--- config.mk ---
export PLATFORM = sky130hd
export DESIGN_NAME = tt_sweep
export DESIGN_NICKNAME = d
export VERILOG_FILES = /design/src/rtl/tt_sweep.sv
export SDC_FILE = /design/constraint.sdc
export NUM_CORES = 1
export LEC_CHECK = 0
export CELL_PAD_IN_SITES_DETAIL_PLACEMENT = 2
export CELL_PAD_IN_SITES_GLOBAL_PLACEMENT = 2
export CORE_MARGIN = 5
export CORE_UTILIZATION = 34
export CTS_CLUSTER_DIAMETER = 150
export DETAILED_ROUTE_END_ITERATION = 12
export PLACE_DENSITY = 0.89
export SLEW_MARGIN = 20
export SYNTH_ARGS = -nofsm -noshare
export SYNTH_HDL_FRONTEND = slang
export SYNTH_SLANG_ARGS = --single-unit
export TNS_END_PERCENT = 100
--- constraint.sdc ---
create_clock -name clk -period 2.6 [get_ports clk]
set_input_delay 0.65 -clock clk [delete_from_list [all_inputs] [get_ports clk]]
set_output_delay 0.65 -clock clk [all_outputs]
set_load 0.05 [all_outputs]
--- src/rtl/tt_sweep.sv ---
// tt_sweep: walks every input vector through two DUTs and captures both truth tables; optional mismatch_cnt via TT_SWEEP_MISMATCH_COUNT_EN.
// Latency: done rises exactly 2**WIDTH*SETTLE cycles after the start-accept edge.
// Backpressure: none; start is ignored during a sweep, and in DONE it restarts the sweep.
module tt_sweep #(
    parameter int WIDTH  = 2,
    parameter int SETTLE = 1
) (
    input  logic                    clk,
    input  logic                    rst_n,
    input  logic                    start,
    output logic [WIDTH-1:0]        x_out,
    input  logic                    r_a,
    input  logic                    r_b,
    output logic                    busy,
    output logic                    done,
    output logic [(1<<WIDTH)-1:0]   tt_a,
    output logic [(1<<WIDTH)-1:0]   tt_b,
    output logic                    equal,
    output logic [WIDTH-1:0]        first_bad
`ifdef TT_SWEEP_MISMATCH_COUNT_EN
    ,
    output logic [WIDTH:0]          mismatch_cnt
`endif
);

    localparam int               NVEC      = 1 << WIDTH;
    localparam logic [WIDTH-1:0] VEC_LAST  = WIDTH'(NVEC - 1);
    localparam logic [3:0]       SETTLE_M1 = 4'(SETTLE - 1);

    typedef enum logic [1:0] {
        IDLE  = 2'd0,
        DRIVE = 2'd1,
        DONE  = 2'd2
    } state_t;

    state_t           state;
    state_t           state_nxt;
    logic [WIDTH-1:0] vec;
    logic [3:0]       cnt;
    logic             accept;
    logic             capture;
    logic             last;
    logic [NVEC-1:0]  tt_a_nxt;
    logic [NVEC-1:0]  tt_b_nxt;
    logic [NVEC-1:0]  diff;
    logic [WIDTH-1:0] first_bad_nxt;

    assign accept  = (state != DRIVE) && start;
    assign capture = (state == DRIVE) && (cnt == SETTLE_M1);
    assign last    = (vec == VEC_LAST);

    always_ff @(posedge clk or negedge rst_n) begin
        if (!rst_n) begin
            state <= IDLE;
        end else begin
            state <= state_nxt;
        end
    end

    always_comb begin
        state_nxt = state;
        case (state)
            IDLE:    if (start) state_nxt = DRIVE;
            DRIVE:   if (capture && last) state_nxt = DONE;
            DONE:    if (start) state_nxt = DRIVE;
            default: state_nxt = IDLE;
        endcase
    end

    // Tables including the bit being captured this edge, so the compare
    // result can be registered on the same edge that enters DONE.
    always_comb begin
        tt_a_nxt      = tt_a;
        tt_b_nxt      = tt_b;
        tt_a_nxt[vec] = r_a;
        tt_b_nxt[vec] = r_b;
        diff          = tt_a_nxt ^ tt_b_nxt;
        first_bad_nxt = '0;
        for (int i = NVEC - 1; i >= 0; i--) begin
            if (diff[i]) first_bad_nxt = WIDTH'(i);
        end
    end

    always_ff @(posedge clk or negedge rst_n) begin
        if (!rst_n) begin
            vec       <= '0;
            cnt       <= '0;
            tt_a      <= '0;
            tt_b      <= '0;
            equal     <= 1'b0;
            first_bad <= '0;
        end else if (accept) begin
            vec       <= '0;
            cnt       <= '0;
            tt_a      <= '0;
            tt_b      <= '0;
            equal     <= 1'b0;
            first_bad <= '0;
        end else if (capture) begin
            tt_a <= tt_a_nxt;
            tt_b <= tt_b_nxt;
            if (last) begin
                equal     <= (diff == '0);
                first_bad <= first_bad_nxt;
            end else begin
                vec <= vec + WIDTH'(1);
                cnt <= '0;
            end
        end else if (state == DRIVE) begin
            cnt <= cnt + 4'd1;
        end
    end

`ifdef TT_SWEEP_MISMATCH_COUNT_EN
    always_ff @(posedge clk or negedge rst_n) begin
        if (!rst_n) begin
            mismatch_cnt <= '0;
        end else if (accept) begin
            mismatch_cnt <= '0;
        end else if (capture && (r_a != r_b)) begin
            mismatch_cnt <= mismatch_cnt + (WIDTH+1)'(1);
        end
    end
`endif

    // vec parks on the last vector in DONE, which is the required DONE drive value.
    assign x_out = (state == IDLE) ? '0 : vec;
    assign busy  = (state == DRIVE);
    assign done  = (state == DONE);

endmodule

==> metrics.txt <==
# TYPE chip_impl_metric gauge
chip_impl_info{name="reg2reg_to",value="cnt[0]"} 1
chip_impl_metric{name="cts_resized",unit=""} 0
chip_impl_metric{name="peakVddDrop",unit="V"} 0.0004496
chip_impl_metric{name="gpl.final_weighted_congestion",unit=""} 0.7771
chip_impl_info{name="outcome",value="complete, no violations"} 1
chip_impl_metric{name="postSynth.asyncResetShare",unit="%"} 100.0
chip_impl_metric{name="hold-path-cell-count",unit=""} 2
chip_impl_metric{name="post_route_cells_drive_above_1_share",unit="%"} 10.61
chip_impl_metric{name="rr_worst_depth",unit=""} 5
chip_impl_metric{name="area_growth",unit="%"} 23.73
chip_impl_metric{name="critical_path_arrival",unit="ns"} 1.78
chip_impl_metric{name="synthDistinctLibCells",unit=""} 33
chip_impl_metric{name="route.detailed.wl_per_inst",unit="um"} 17.85
chip_impl_info{name="yosysMostFrequentCell",value="dfrtp_1"} 1
chip_impl_metric{name="worst_tran_pin_value",unit="ns"} 0.5066
chip_impl_metric{name="final_nets",unit=""} 144
chip_impl_metric{name="antenna_cells_inserted",unit=""} 0
chip_impl_metric{name="fillcell_total",unit=""} 352
chip_impl_metric{name="numClockSinks",unit=""} 19
chip_impl_info{name="setup.worst_path.start_class",value="flop"} 1
chip_impl_metric{name="synth_top_area_share",unit="%"} 42.74
chip_impl_metric{name="die_area",unit="mm^2"} 0.004515
chip_impl_metric{name="grt_pass1_wl",unit="um"} 5388
chip_impl_metric{name="numPortBuffers",unit=""} 19
chip_impl_metric{name="antenna_found_initial",unit=""} 0
chip_impl_metric{name="floorplan.rows",unit=""} 20
chip_impl_metric{name="placedInstanceArea",unit="mm^2"} 0.001349
chip_impl_metric{name="antenna_violating_nets_post_route",unit=""} 0
chip_impl_metric{name="power.static_leakage",unit="nW"} 0.6191
chip_impl_metric{name="required_time_of_the_worst_setup_path",unit="ns"} 1.95
chip_impl_metric{name="synth_area",unit="mm^2"} 0.001112
chip_impl_metric{name="post-route-drc-count",unit=""} 0
chip_impl_metric{name="maximum_clock_path_buffer_count",unit=""} 2
chip_impl_metric{name="timing.final.ws_setup",unit="ns"} 0.1665
chip_impl_info{name="yosysTopAreaCell",value="dfrtp_1"} 1
chip_impl_metric{name="grt_start_max_net_pins",unit=""} 20
chip_impl_info{name="min_delay_worst_type",value="flop to flop"} 1
chip_impl_info{name="crit_path_top_delay_cell",value="clkdlybuf4s50_1"} 1
chip_impl_metric{name="total_grt_overflow",unit=""} 0
chip_impl_info{name="worst_setup_path_end_kind",value="output pin"} 1
chip_impl_metric{name="ys_seq_elements",unit=""} 19
chip_impl_info{name="grt_setup_unrepaired",value="false"} 1
chip_impl_metric{name="crit_cells",unit=""} 2
chip_impl_metric{name="clock_insertion_delay_worst_skew",unit="ns"} 0.31
chip_impl_metric{name="final.min_clock_period",unit="ns"} 2.434
chip_impl_metric{name="fin_tns_setup",unit="ns"} 0
chip_impl_info{name="crit_chain",value="and2b_2, clkdlybuf4s50_1"} 1
chip_impl_metric{name="fmax",unit="MHz"} 410.9
chip_impl_info{name="critical_path.reg2reg.startpoint",value="vec[0]"} 1
chip_impl_metric{name="final.hold.worst_slack",unit="ns"} 0.5297
chip_impl_metric{name="timing.final.crit_share",unit="%"} 93.60
chip_impl_info{name="min_to",value="first_bad[1]"} 1
chip_impl_info{name="min_from",value="first_bad[1]"} 1
chip_impl_metric{name="vias",unit=""} 923
chip_impl_metric{name="timing.slew.headroom",unit="%"} 66.12
chip_impl_metric{name="cts_made_buffers",unit=""} 3
chip_impl_metric{name="layout.cell_area.non_filler",unit="mm^2"} 0.001376
chip_impl_info{name="ys_top_cells_by_count",value="19 x dfrtp_1, 12 x nand2_1, 10 x nor2_1, 7 x nand3_1, 7 x o21ai_0"} 1
chip_impl_metric{name="slew_violations",unit=""} 0
chip_impl_info{name="ys_dominant_reg_cell",value="dfrtp_1"} 1
chip_impl_metric{name="grt_pass1_vias",unit=""} 1091
chip_impl_metric{name="seq_area_frac_synth",unit="%"} 42.74
chip_impl_metric{name="vias_per_cell",unit=""} 5.244
chip_impl_metric{name="critical_path_buf_inv_count",unit=""} 1
chip_impl_metric{name="htree_num_levels",unit=""} 1
chip_impl_metric{name="final_util",unit="%"} 44.35
chip_impl_metric{name="wirelength",unit="um"} 3142
chip_impl_metric{name="coreArea",unit="mm^2"} 0.003103
chip_impl_metric{name="cts_setup_buffers",unit=""} 0
chip_impl_metric{name="syn-num-nets",unit=""} 122
chip_impl_metric{name="yosys_warnings",unit=""} 0
chip_impl_metric{name="timing.reg2reg.setup_slack",unit="ns"} 0.86
chip_impl_metric{name="avgSynthCellArea",unit="um^2"} 10.02
chip_impl_metric{name="drv_cap",unit=""} 0
chip_impl_info{name="worstSetupPathType",value="flop to output pin"} 1
chip_impl_metric{name="cellPowerDensity",unit="mW/mm^2"} 1432
chip_impl_metric{name="ioPinCount",unit=""} 20
chip_impl_metric{name="setup_viol",unit=""} 0
chip_impl_metric{name="timing.critical_path.fanout_max",unit=""} 6
chip_impl_metric{name="fp.dieH",unit="um"} 67.20
chip_impl_metric{name="clk_pin_slew",unit="ns"} 0.11
chip_impl_info{name="cts_tree",value="built"} 1
chip_impl_metric{name="timing.clock.skew",unit="ns"} 0.002100
chip_impl_metric{name="holdBufCountCts",unit=""} 0
chip_impl_metric{name="postSynthCellCount",unit=""} 111
chip_impl_metric{name="drtIter0Drc",unit=""} 23
chip_impl_metric{name="initial_utilization",unit="%"} 35.85
chip_impl_metric{name="hold_viol_final",unit=""} 0
chip_impl_metric{name="place_hpwl",unit="um"} 2459
chip_impl_metric{name="detailedRoute.firstPassIterationCount",unit=""} 4
chip_impl_metric{name="die_w",unit="um"} 67.20
chip_impl_info{name="worst_path_dominant_cell_family",value="buffers and inverters"} 1
chip_impl_metric{name="synth-edff-count",unit=""} 0
chip_impl_metric{name="place_ws",unit="ns"} 0.4111
chip_impl_metric{name="cp_slowest_stage_delay",unit="ns"} 0.79
chip_impl_metric{name="global_route.usage.total",unit="%"} 16.05
chip_impl_info{name="synth.area.top_cells",value="dfrtp_1 43%, ha_1 6.7%, mux2i_1 5.4%"} 1
chip_impl_info{name="cts_root_buf",value="clkbuf_4"} 1
[report_power, final]
part	switching [mW]	internal (mW)	total, mW
registers	0.123	0.412	0.535
clock network	0.0991	0.0575	0.157
logic	0.814	0.465	1.28
[logic make-up (layout without fill, tap and decap cells)]
group           after synthesis  after routing  share of synthesized area [%]
flops                        19             19                          42.75
fa+ha+maj                     6              6                          6.749
compound gates               24             24                          16.31
simple gates                 39             39                          19.24
xor+xnor                      8              8                          6.299
mux                           6              6                          5.400
buf+inv                       9             30                          3.261
[sequential cells by signal, indices dropped and copies added, names as in the netlist]
name / cells
cnt: 4
tt_a: 4
first_bad: 2
equal: 1
state: 2
vec: 2
tt_b: 4
[layout by cell type, fill, tap and decap left out, types with 2 or more instances in the layout]
| master | n |
|---|---|
| o21ai_0 | 7 |
| clkdlybuf4s50_1 | 18 |
| buf_4 | 2 |
| mux2i_1 | 6 |
| ha_1 | 6 |
| clkbuf_4 | 3 |
| o21ai_1 | 2 |
| dfrtp_1 | 19 |
| a21oi_1 | 2 |
| nand3_1 | 7 |
| nand2_1 | 12 |
| xnor2_1 | 5 |
| o31ai_1 | 2 |
| inv_1 | 6 |
| a32o_1 | 5 |
| nor2_1 | 10 |
| xor2_1 | 3 |
[worst max-delay path by stage]
| stage | endpoint | slack, ns | startpoint |
|---|---|---|---|
| 4_1_cts | done | 0.16 | state[0] |
| 3_5_place_dp | first_bad[0] | 0.41 | r_a |
| 2_1_floorplan | x_out[0] | 0.82 | vec[0] |
| 3_3_place_gp | equal | 0.49 | r_a |
| 6_report | done | 0.17 | state[0] |
| 5_1_grt | x_out[0] | 0.07 | vec[0] |
[worst register-to-register path, delay by kind of cell (launching register included)]
family,cells,cell delay [ns]
compound gates,2,0.36
simple gates,2,0.50
flops,1,0.44
fa+ha+maj,1,0.34
[stage by stage]
stage	cells	total power [mW]
after floorplan	111	1.427
after global placement	172	1.754
after CTS	176	1.990
after global routing	176	2.117
final	176	1.970
after detailed placement	172	1.819
[routing by layer]
metal	vias to the layer above	global-route usage, %	part of all wire [%]
li1	433	-	-
met1	470	19.11	43
met2	13	28.96	53
met3	7	1.498	1.8
met4	0	7.342	2.2
met5	-	0	0
[final cells by class]
type	count	area, um^2	area share, %
Tap cell	44	55.05	4.000
Multi-Input combinational cell	83	600.6	43.64
Inverter	6	22.52	1.636
Timing Repair Buffer	20	195.2	14.18
Sequential cell	19	475.5	34.55
Clock inverter	1	5.005	0.3636
Clock buffer	3	22.52	1.636
Note: power is estimated with default switching activity, not from simulation.
==> edit 1: new RTL, same flow settings <==
Change the parameter `WIDTH` from 2 to 4. Comments in the files are not updated.
--- a/src/rtl/tt_sweep.sv
+++ b/src/rtl/tt_sweep.sv
@@ -2,7 +2,7 @@
 // Latency: done rises exactly 2**WIDTH*SETTLE cycles after the start-accept edge.
 // Backpressure: none; start is ignored during a sweep, and in DONE it restarts the sweep.
 module tt_sweep #(
-    parameter int WIDTH  = 2,
+    parameter int WIDTH  = 4,
     parameter int SETTLE = 1
 ) (
     input  logic                    clk,
Interface: changed (resized first_bad, tt_a, tt_b and x_out); port bits go from 20 to 48. No check against the original RTL was run, so the function may have changed too.
==> edit 1 against the original RTL <==
Critical path depth up 1. Power up 130%. Synthesized area rose to 2.5 times the old value. Die area up 120%. Sequential cell count up 28. Worst hold slack worse by 0.18 ns. Routed wire length rose to 3.1 times the old value. Worst setup slack worse by 0.024 ns. Fmax down 0.97%. Design area rose to 2.6 times the old value. Highest routed layer unchanged.
==> edit 1: results (changes against the original RTL) <==
Slew HR 56.5% (-9.6 points); portion of netlist area occupied by mux cells 1.88% (-3.5 points); H-tree levels 2 (+1); Signal inverters 9 (+3); met2 routed wirelength 5170 µm (+210%); vias in the first global route 3116 (+190%); Synth area leaders dfrtp_1, nand2_1, o21ai_0; Leakage 0.00156 µW (+150%); bufs w/o clock 73 (+270%); largest net degree at the start of global routing 25 (+25%); status completed; Cell variety after synth 47 (+42%); Root Driver clkbuf_8; compound-cell area share of the yosys netlist 18.3% (+2.0 points); fraction of area in multi-input gates 41.9% (-1.8 points); Sw Share 53.4% (+0.87 points); via count 2748 (+200%); CP arrival 1.81 ns (+0.03 ns); dpl ws -0.0890 ns (-0.500 ns); metal3 WL 286 µm (+410%); met2 Use GR 37.4% (+8.4 points); Fill cells 917 (+160%); clk_buf instances 6 (+3); commonest cells in the synthesized netlist nand2_1, dfrtp_1, o21ai_0; Post-Synth Adder-Cell Area 2.68% (-4.1 points); DP Cell Count 498 (+190%); clk cell area share 2.02% (+0.024 points); per-cell routed wire length 19.5 µm (+9.3%); Seq. pwr 1170 µW (+120%); clk slew on worst S/H paths 0.09 ns (-0.02 ns); syn_nets 348 (+190%); global-route wire length before repair 16200 µm (+200%); sequential share of cell area 32.8% (-1.7 points); Setup Skew 0.00645 ns (+0.00435 ns); maximum fanout along the worst path 4 (-2)
==> edit 1: worst min-delay path by stage <==
stage,endpoint,slack (ns),cells past startpoint
6_report,tt_b[13]$_DFFE_PN0P_,0.35,1
5_1_grt,tt_b[13]$_DFFE_PN0P_,0.39,1
4_1_cts,tt_b[13]$_DFFE_PN0P_,0.37,1
3_5_place_dp,first_bad[3]$_DFFE_PN0P_,0.50,1
3_3_place_gp,first_bad[3]$_DFFE_PN0P_,0.50,1
2_1_floorplan,cnt[0]$_DFFE_PN0P_,0.35,0
==> edit 1: repair_timing <==
action,4_1_cts,5_1_grt
setup endpoints to repair,0,1
resized for setup,0,1
hold endpoints to repair,0,0
==> edit 1: worst max-delay path, stage by stage, from the launching register on <==
cell	delay, ns
dfrtp_1	0.44
inv_1	0.14
nor2_1	0.13
clkdlybuf4s50_1	0.81
==> edit 1: per-stage QoR <==
step	instance area (µm²)	utilization (%)
CTS	3580	44.1
global placement	3510	43.2
floorplan	2800	-
finish	3590	44.1
detailed placement	3510	43.2
global route	3590	44.1
==> edit 2: new RTL, same flow settings <==
Without the edit above. Re-encode `state_t` (3 states) as one-hot, 3 bits wide.
--- a/src/rtl/tt_sweep.sv
+++ b/src/rtl/tt_sweep.sv
@@ -27,10 +27,10 @@
     localparam logic [WIDTH-1:0] VEC_LAST  = WIDTH'(NVEC - 1);
     localparam logic [3:0]       SETTLE_M1 = 4'(SETTLE - 1);
 
-    typedef enum logic [1:0] {
-        IDLE  = 2'd0,
-        DRIVE = 2'd1,
-        DONE  = 2'd2
+    typedef enum logic [2:0] {
+        IDLE  = 3'b001,
+        DRIVE = 3'b010,
+        DONE  = 3'b100
     } state_t;
 
     state_t           state;
Check against the original RTL: no difference found for any inputs over 10 cycles, from zero or initial values and one cycle with rst_n low; not proved beyond that.
==> edit 2 against the original RTL <==
Design area rose by 5.3%. Sequential share of layout area rose by 0.083 points. Non-clock buffer count rose by 1. Worst setup slack improved by 0.053 ns. Sequential cell count rose by 1. Fmax rose by 2.2%. Synthesized area rose by 4.8%. Routed wire length rose by 3.3%. Critical endpoint is now x_out[1]. Highest routed layer unchanged.
Power is not compared: it rests on default switching activity, and its combinational part moved more than twofold at a synthesized area within 25%.
==> edit 2: results (changes against the original RTL) <==
PwrDens 783 mW/mm²; syn_nets 121 (-0.82%); Cell variety after synth 34 (+3.0%); Total GRT Usage 16.0% (-0.10 points); sequential share of cell area 34.6% (+0.083 points); CP arrival 1.73 ns (-0.05 ns); Top Family by Delay on Critical Path flip-flops; Setup Buffers After CTS 0 (unchanged); post-DP HPWL 2620 µm (+6.7%); Fill cells 365 (+3.7%); core area 0.00334 mm² (+7.5%); global-route wire length before repair 5500 µm (+2.1%); Synth area leaders dfrtp_1, ha_1, a22o_1; met2 Use GR 27.9% (-1.1 points); slowest CP cell dfstp_2; port bufs 19 (unchanged); DP Area 0.00142 mm² (+4.9%); commonest cells in the synthesized netlist dfrtp_1, nand2_1, nor2_1; Hold Crit Depth 1 (-1); met1 GRT Util 19.9% (+0.83 points); per-cell routed wire length 18.2 µm (+2.1%); met2 routed wirelength 1650 µm (-0.60%); CP peak stage delay 0.60 ns (-0.19 ns); via count 936 (+1.4%); met3 Use GR 1.78% (+0.29 points); gp weighted congestion 0.789 (+1.6%); bufs w/o clock 21 (+5.0%); DP Cell Count 174 (+1.2%); layout cell share with drive strength beyond 1 11.4% (+0.76 points); clk_buf instances 4 (+1); NonClk Buf Share 14.5% (+0.33 points); post-cts sizing count 2 (+2); Multi-Input Combinational 81 (-2.4%); portion of netlist area occupied by mux cells 3.43% (-2.0 points); status completed; met1 WL 1440 µm (+6.7%); num sequential 20 (+1); Seq/Total Area, Yosys 43.0% (+0.28 points); DRT iter0 DRCs 10 (-57%); clk slew on worst S/H paths 0.11 ns (about the same); Post-Synth Adder-Cell Area 6.44% (-0.31 points); metal3 WL 73 µm (+30%); Slew HR 56.3% (-9.8 points); initial antenna violation count 0 (unchanged); clk cell area share 2.50% (+0.50 points); largest net degree at the start of global routing 15 (-25%); Worst-Skew Late Latency 0.29 ns (-0.02 ns); dpl ws 0.195 ns (-0.216 ns); post-DR vias/cell 5.26 (+0.27%); Syn Inst Count 110 (-0.90%); vias in the first global route 1092 (+0.092%); Multi-input gate area 608 µm² (+1.2%); compound-cell area share of the yosys netlist 19.4% (+3.1 points); Setup Skew 0.00456 ns (+0.00246 ns); Ant. Diodes 0 (unchanged); fraction of area in multi-input gates 42.0% (-1.7 points); Reg2Reg Depth 7 (+2); Post-Synth XOR/XNOR Area 5.26% (-1.0 points)
[edit 2: cell count changes after synthesis, moves of 2 or more]
cell,before,now
nor3b_1,0,4
a21oi_1,2,5
o21ai_1,2,0
nand2_1,12,8
nand3_1,7,3
nor2_1,10,8
a22o_1,0,7
or2_1,0,3
mux2i_1,6,4
[edit 2: path summary, 6_finish.rpt]
path	from	end	slack, ns
setup / recovery	state[0]$_DFFE_PN1P_	x_out[1]	0.22
hold / removal	first_bad[0]$_DFFE_PN0P_	first_bad[0]$_DFFE_PN0P_	0.54
setup reg to reg	cnt[0]$_DFFE_PN0P_	tt_a[2]$_DFFE_PN0P_	0.63
hold reg to reg	first_bad[0]$_DFFE_PN0P_	first_bad[0]$_DFFE_PN0P_	0.54
max in group asynchronous	rst_n	tt_b[1]$_DFFE_PN0P_	1.30
min in group asynchronous	rst_n	state[1]$_DFFE_PN0P_	0.74
